===== src/rtl/enemy_patrol.sv =====
// Per-enemy motion and life-cycle controller, advanced once per frame tick.
// Patrols a clamped box on one or both axes, takes multi-hit damage with a stun window, parks when dead.
module enemy_patrol #(
  parameter int X_MIN          = 255,
  parameter int X_MAX          = 350,
  parameter int Y_MIN          = 0,
  parameter int Y_MAX          = 479,
  parameter int X_START        = 300,
  parameter int Y_START        = 240,
  parameter int SIZE           = 30,
  parameter int STEP           = 1,
  parameter int MODE           = 0,
  parameter int HP             = 3,
  parameter int IFRAMES        = 16,
  parameter int RESPAWN_FRAMES = 0,
  parameter int PARK_X         = 700,
  parameter int PARK_Y         = 500
) (
  input  logic       frame_clk,
  input  logic       Reset_n,
  input  logic       enable,
  input  logic       hit,
  output logic [9:0] enemy_X,
  output logic [9:0] enemy_Y,
  output logic [9:0] enemy_S,
  output logic [3:0] hp,
  output logic       alive,
  output logic       flash,
  output logic       debug_enemy_dead
);

  localparam logic [1:0] ST_PATROL = 2'd0;
  localparam logic [1:0] ST_STUN   = 2'd1;
  localparam logic [1:0] ST_DEAD   = 2'd2;

  localparam logic [10:0] X_LO   = 11'(X_MIN + SIZE);
  localparam logic [10:0] X_HI   = 11'(X_MAX - SIZE);
  localparam logic [10:0] Y_LO   = 11'(Y_MIN + SIZE);
  localparam logic [10:0] Y_HI   = 11'(Y_MAX - SIZE);
  localparam logic [10:0] STEP11 = 11'(STEP);

  localparam logic MOVE_X = (MODE == 0) || (MODE == 2);
  localparam logic MOVE_Y = (MODE == 1) || (MODE == 2);

  localparam logic [15:0] STUN_LOAD = 16'(IFRAMES - 1);
  localparam logic [15:0] DEAD_LOAD = 16'(RESPAWN_FRAMES - 1);
  localparam logic        RESPAWNS  = (RESPAWN_FRAMES != 0);

  logic [1:0]  r_state;
  logic [9:0]  r_x;
  logic [9:0]  r_y;
  logic        r_dx;
  logic        r_dy;
  logic [3:0]  r_hp;
  logic [15:0] r_timer;
  logic [15:0] r_dead_cnt;

  logic [10:0] w_bx;
  logic [10:0] w_by;
  logic        w_reload;

  // Returns {new direction, new position}; direction 1 means moving towards HI.
  function automatic logic [10:0] f_bounce(input logic [9:0] pos, input logic dir,
                                           input logic [10:0] lo, input logic [10:0] hi);
    logic [10:0] p;
    logic [10:0] s;
    logic [10:0] d;
    logic [10:0] r;
    p = {1'b0, pos};
    s = p + STEP11;
    d = p - STEP11;
    if (dir) begin
      if (s >= hi) r = {1'b0, hi[9:0]};
      else         r = {1'b1, s[9:0]};
    end else begin
      if (p <= lo + STEP11) r = {1'b1, lo[9:0]};
      else                  r = {1'b0, d[9:0]};
    end
    return r;
  endfunction

  always_comb begin
    w_bx     = f_bounce(r_x, r_dx, X_LO, X_HI);
    w_by     = f_bounce(r_y, r_dy, Y_LO, Y_HI);
    w_reload = !Reset_n ||
               (enable && RESPAWNS && (r_state == ST_DEAD) && (r_dead_cnt == 16'd0));
  end

  // Respawn shares the reset load path so both land on identical values.
  always_ff @(posedge frame_clk) begin
    if (w_reload) begin
      r_state    <= ST_PATROL;
      r_x        <= 10'(X_START);
      r_y        <= 10'(Y_START);
      r_dx       <= 1'b1;
      r_dy       <= 1'b1;
      r_hp       <= 4'(HP);
      r_timer    <= 16'd0;
      r_dead_cnt <= 16'd0;
    end else if (enable) begin
      case (r_state)
        ST_PATROL: begin
          if (hit) begin
            if (r_hp == 4'd1) begin
              r_hp       <= 4'd0;
              r_state    <= ST_DEAD;
              r_dead_cnt <= DEAD_LOAD;
              r_x        <= 10'(PARK_X);
              r_y        <= 10'(PARK_Y);
            end else begin
              r_hp    <= r_hp - 4'd1;
              r_timer <= STUN_LOAD;
              r_state <= ST_STUN;
            end
          end else begin
            if (MOVE_X) begin
              r_dx <= w_bx[10];
              r_x  <= w_bx[9:0];
            end
            if (MOVE_Y) begin
              r_dy <= w_by[10];
              r_y  <= w_by[9:0];
            end
          end
        end
        ST_STUN: begin
          if (r_timer == 16'd0) r_state <= ST_PATROL;
          else                  r_timer <= r_timer - 16'd1;
        end
        ST_DEAD: begin
          if (RESPAWNS) r_dead_cnt <= r_dead_cnt - 16'd1;
        end
        default: r_state <= ST_PATROL;
      endcase
    end
  end

  assign enemy_X          = r_x;
  assign enemy_Y          = r_y;
  assign enemy_S          = 10'(SIZE);
  assign hp               = r_hp;
  assign alive            = (r_state != ST_DEAD);
  assign flash            = (r_state == ST_STUN) && r_timer[2];
  assign debug_enemy_dead = (r_state == ST_DEAD);

endmodule

===== config.mk =====
export PLATFORM = sky130hd
export DESIGN_NAME = enemy_patrol
export DESIGN_NICKNAME = d
export VERILOG_FILES = /design/src/rtl/enemy_patrol.sv
export SDC_FILE = /design/constraint.sdc
export NUM_CORES = 1
export LEC_CHECK = 0
export ABC_AREA = 1
export CAP_MARGIN = 20
export CORE_MARGIN = 2
export CORE_UTILIZATION = 43
export CTS_CLUSTER_SIZE = 10
export DETAILED_ROUTE_END_ITERATION = 12
export PLACE_DENSITY = 0.64
export SYNTH_ARGS = -nofsm -noshare
export SYNTH_HDL_FRONTEND = slang
export SYNTH_SLANG_ARGS = --single-unit

===== constraint.sdc =====
create_clock -name frame_clk -period 1.95 [get_ports frame_clk]
set_input_delay 0.195 -clock frame_clk [delete_from_list [all_inputs] [get_ports frame_clk]]
set_output_delay 0.195 -clock frame_clk [all_outputs]
set_load 0.03 [all_outputs]

-- Word level (Yosys, flattened, before mapping)
Cells that the tools add are included.
- output and inout port bits: 37
- input port bits: 4
- flip-flop bits (word level): 34
- memory bits (writable): 0
- memories: 0
- bits in latches: 0
- ROM bits: 0
- logic and storage cells: 47
- order comparisons: 2
- reductions and logical operators: 10
- multiply operators: 0
- divide/modulo/power cells: 0
- bitwise logic cells: 2
- add/subtract/negate cells: 4
- shifts and indexed selects: 0
- muxes and demuxes: 14
- eq/ne operators: 9
- operators with widths (operator ; count):
    $mux W16 ; 3
    $mux W11 ; 3
    $pmux W16 S2 ; 1
    $mux W10 ; 2
    $logic_not A16 Y1 ; 1
    $sub A16 B1 Y16 const B ; 1
    $add A10 B1 Y11 const B ; 1
    $ge A11 B9 Y1 const B ; 1
    $le A10 B9 Y1 const B ; 1
    $ne A2 B2 Y1 const B ; 5
    $sub A10 B1 Y10 const B ; 1
    $reduce_and A3 Y1 ; 3
    $reduce_and A4 Y1 ; 2
    $mux W2 ; 3
    $pmux W2 S3 ; 1
    $reduce_and A5 Y1 ; 1
    $eq A4 B1 Y1 const B ; 1
    $mux W4 ; 1
    $sub A4 B1 Y4 const B ; 1
    $eq A2 B1 Y1 const B ; 1
    $eq A2 B2 Y1 const B ; 1
    $logic_not A2 Y1 ; 1
    $ne A2 B1 Y1 const B ; 1
    $not A1 Y1 ; 2
    2 further kinds ; 2

-- Depth between registers and ports, before layout
- depth in word-level cells: 5
- mapped depth: 13
- gate-level depth less buffers: 13

-- Worst setup path before layout
Ideal clock, no wire load.
- kind: register to register
- from: register r_x[1] (netlist: enemy_X[1])
- to: register r_x[0] (netlist: enemy_X[0])
- cell stages (with the launch flop): 12
- arrival time: 1789 ps
- setup slack: 89 ps
- buffers on the path: 0
- setup time: 72 ps
- data required time: 1878 ps
- path through: dfxtp_1 ha_1 nand3_2 nor2_1 nand2_1 nand2_1 nand2_1 nand2_1 nand2_1 nand2_1 nand3_1 a21oi_1
- longest elaborated chain between the ends: 5
- RTL lines (element ; RTL line ; RTL):
    start, declared ; 50 ; logic [9:0] r_x;
    start signal, assigned ; 93 ; r_x <= 10'(X_START);
    start signal, assigned ; 108 ; r_x <= 10'(PARK_X);
    start signal, assigned ; 118 ; r_x <= w_bx[9:0];
    $add A10 B1 Y11 ; 70 ; s = p + STEP11;
    $ge A11 B9 Y1 ; 73 ; if (s >= hi) r = {1'b0, hi[9:0]};
    $mux W11 ; 73 ;
    $mux W11 (*) ; 72 ; if (dir) begin
    $mux W10 (*) ; 103 ; if (hit) begin
Every way passes the cells marked *; elsewhere a longest branch is shown, timed or not.
A chain may end at the register's enable or synchronous reset.

-- Final worst setup path
- from: register r_x[2] (netlist: enemy_X[2])
- to: output enemy_X[2]
- RTL lines (element ; RTL line ; RTL):
    end, declared ; 23 ; output logic [9:0] enemy_X,
No word-level cell between the ends.

==> reports/qor.yml <==
sta:
  period_share_pct: 91.4
  slew_viol_final: 0
  final_hold_viol_count: 0
  min_period_ns: 1.78
  timing.fmax_mhz: 561
  tns_ns: 0
  timing.clock.skew_ns: 0.00482
  rsz0062_at_grt: "false"
  setup_viol: 0
grt:
  track_usage_pct: 18.4
  grt_pass1_wl_mm: 9.34
  gr-total-overflow: 0
  antenna_found_initial: 0
  grt_max_degree: 21
  grt_pass1_vias: 2121
setup_path:
  ff2ff_setup_slack_ns: 0.22
  endpoint_kind: "primary output"
  timing.rr.start: "r_timer[0]$_SDFFE_PN0P_"
  cp-start-kind: "flip-flop"
  crit_buf_inv: 1
  crit_path_top_delay_cell: "clkdlybuf4s50_1"
  critPathLaunch: "enemy_X[2]$_SDFFE_PN1P_"
  crit_family: "buffers and inverters"
  worst-path-max-fanout: 10
  cp_cell_sequence: "clkdlybuf4s50_1"
  crit_type: "reg2out"
  slowest_delay_ns: 0.75
  required_ns: 1.75
  cp_data_arrival_time_ns: 1.59
yosys:
  synth_seq_area_share_pct: 27.4
  synthCells: 390
  syn-mean-instance-area_um2: 6.38
  synth.cell_area_mm2: 0.00249
  ys_warn_count: 0
  synth_cell_types: 33
  synth_seq_cells: 34
layout:
  layout_commonest_cell: "nand2_1"
  mostFrequentLayoutCells: "nand2_1, nor2_1, inv_1, dfxtp_1, a21oi_1"
  syn_to_final_growth_pct: 14.2
  num-nets-final: 429
  diodes: 0
  drive_gt1_share_pct: 11.2
  stdcell_count: 492
  finalInstanceArea_mm2: 0.00284
die:
  core_area_mm2: 0.00554
  fp.dieW_um: 80.1
  die_area_mm2: 0.00641
  io_pins: 41
  num_rows: 27
  initial_core_util_pct: 44.9
  die_h_um: 80.1
hold_path:
  hold_class: "reg2reg"
  min_from: "r_timer[14]$_SDFFE_PN0P_"
placement:
  hpwl_mm: 4.34
  io_buffers: 22
  gp_congestion: 0.889
  placed_cell_area_mm2: 0.00275
  placed_cells: 484
power:
  p_int_mw: 1.33
  p_seq_share_pct: 37.5
  power.leakage_nw: 1.29
  netSwitchingFraction_pct: 39.2
  power.switching_mw: 0.856
  clkPwrFrac_pct: 24.5
  p_comb_share_pct: 38.1
  ir_drop_mv: 0.447
  p_per_area_mw_per_mm2: 769
clock_tree:
  ctsHtreeMaxLevel: 2
  hold_buffers: 0
  clock_sinks: 34
  numCtsBuffers: 5
  cts_root_buf: "clkbuf_8"
  cts_tree: "built"
  cts_buffer_depth: 2
  clk_latency_ns: 0.28
  clk_pin_slew_ns: 0.07
routing:
  drtPass1Iterations: 4
  post-route-drc-count: 0
  wl_per_cell_um: 11.1
  routed_wl_mm: 5.47
  dr_total_vias: 2382
  drt_iter0_drc: 147
  ant_nets: 0
  via_per_inst: 4.84
run_status:
  status: "finished, final reports clean"
run:
  cap_violations: 0
==> registers in the layout, indices dropped and copies added, names as in the netlist <==
| signal | count |
|---|---|
| r_state | 2 |
| enemy_X | 10 |
| r_timer | 16 |
| enemy_Y | 1 |
| r_dx | 1 |
| hp | 4 |
==> layout make-up <==
class                           instances  area (µm²)
Clock buffer                            7        86.3
Fill cell                             561        2700
Multi-Input combinational cell        302        1520
Clock inverter                          1        5.00
Inverter                               45         176
Sequential cell                        34         681
Timing Repair Buffer                   31         285
Tap cell                               72        90.1
==> what timing repair did <==
item	CTS	global route
endpoints found under the setup margin	0	16
setup buffers	0	0
gates resized for setup	0	1
==> Yosys cell counts, drive strengths merged <==
cell    instances  area [µm²]
ha              6        75.1
nand4          11        68.8
a31oi           2        12.5
dfxtp          34         681
o211ai          1        7.51
o21a            1        7.51
xnor2           5        43.8
o21bai          2        15.0
nor2           63         269
inv            43         169
nand2         107         417
o21ai          10        50.1
a21boi          1        7.51
clkinv          2        7.51
xor2           12         105
a21oi          32         194
nor3            6        30.0
buf            24         174
clkbuf          1        3.75
nand3b          1        7.51
conb            2        7.51
nand3          24         135
==> logic make-up after synthesis <==
group	after synthesis	share of synthesized area, %
AOI/OAI and AO/OA	49	11.8
xor gates and xnor gates	17	5.99
adders and majority gates	6	3.02
buffers and inverters	70	14.2
DFF	34	27.4
other	2	0.302
and+or+nand+nor	212	37.3
==> routing by layer <==
layer  global-route usage [%]  vias to the layer above  share of wire [%]
li1                         -                     1259                  -
met1                     23.2                     1063                 47
met2                     31.3                       56                 48
met3                     3.71                        4                4.4
met4                     6.10                        0                1.1
met5                        0                        -                  0
==> power by group through the flow <==
stage | registers, mW | clock network, mW | logic [mW]
after floorplan | 0.857 | 0 | 0.644
after global placement | 0.833 | 0 | 0.822
after detailed placement | 0.833 | 0 | 0.827
after CTS | 0.818 | 0.558 | 0.830
after global routing | 0.827 | 0.589 | 0.940
final | 0.819 | 0.534 | 0.831
==> path summary, 6_finish.rpt <==
check,to,cells past startpoint
worst max-delay path,enemy_X[2],1
worst min-delay path,r_timer[14]$_SDFFE_PN0P_,2
worst max register to register,r_timer[10]$_SDFFE_PN0P_,10
worst min register to register,r_timer[14]$_SDFFE_PN0P_,2
==> through the flow <==
stage               hold slack (ns)  power [mW]  utilization (%)  worst slack, ns
floorplan                     0.279        1.50                -           0.0887
global placement              0.465        1.66             49.5            0.137
detailed placement            0.468        1.66             49.5           0.0844
CTS                           0.478        2.21             51.2           0.0709
global route                  0.502        2.36             51.3          0.00932
finish                        0.475        2.18             51.3            0.168
Note: power is estimated with default switching activity, not from simulation.
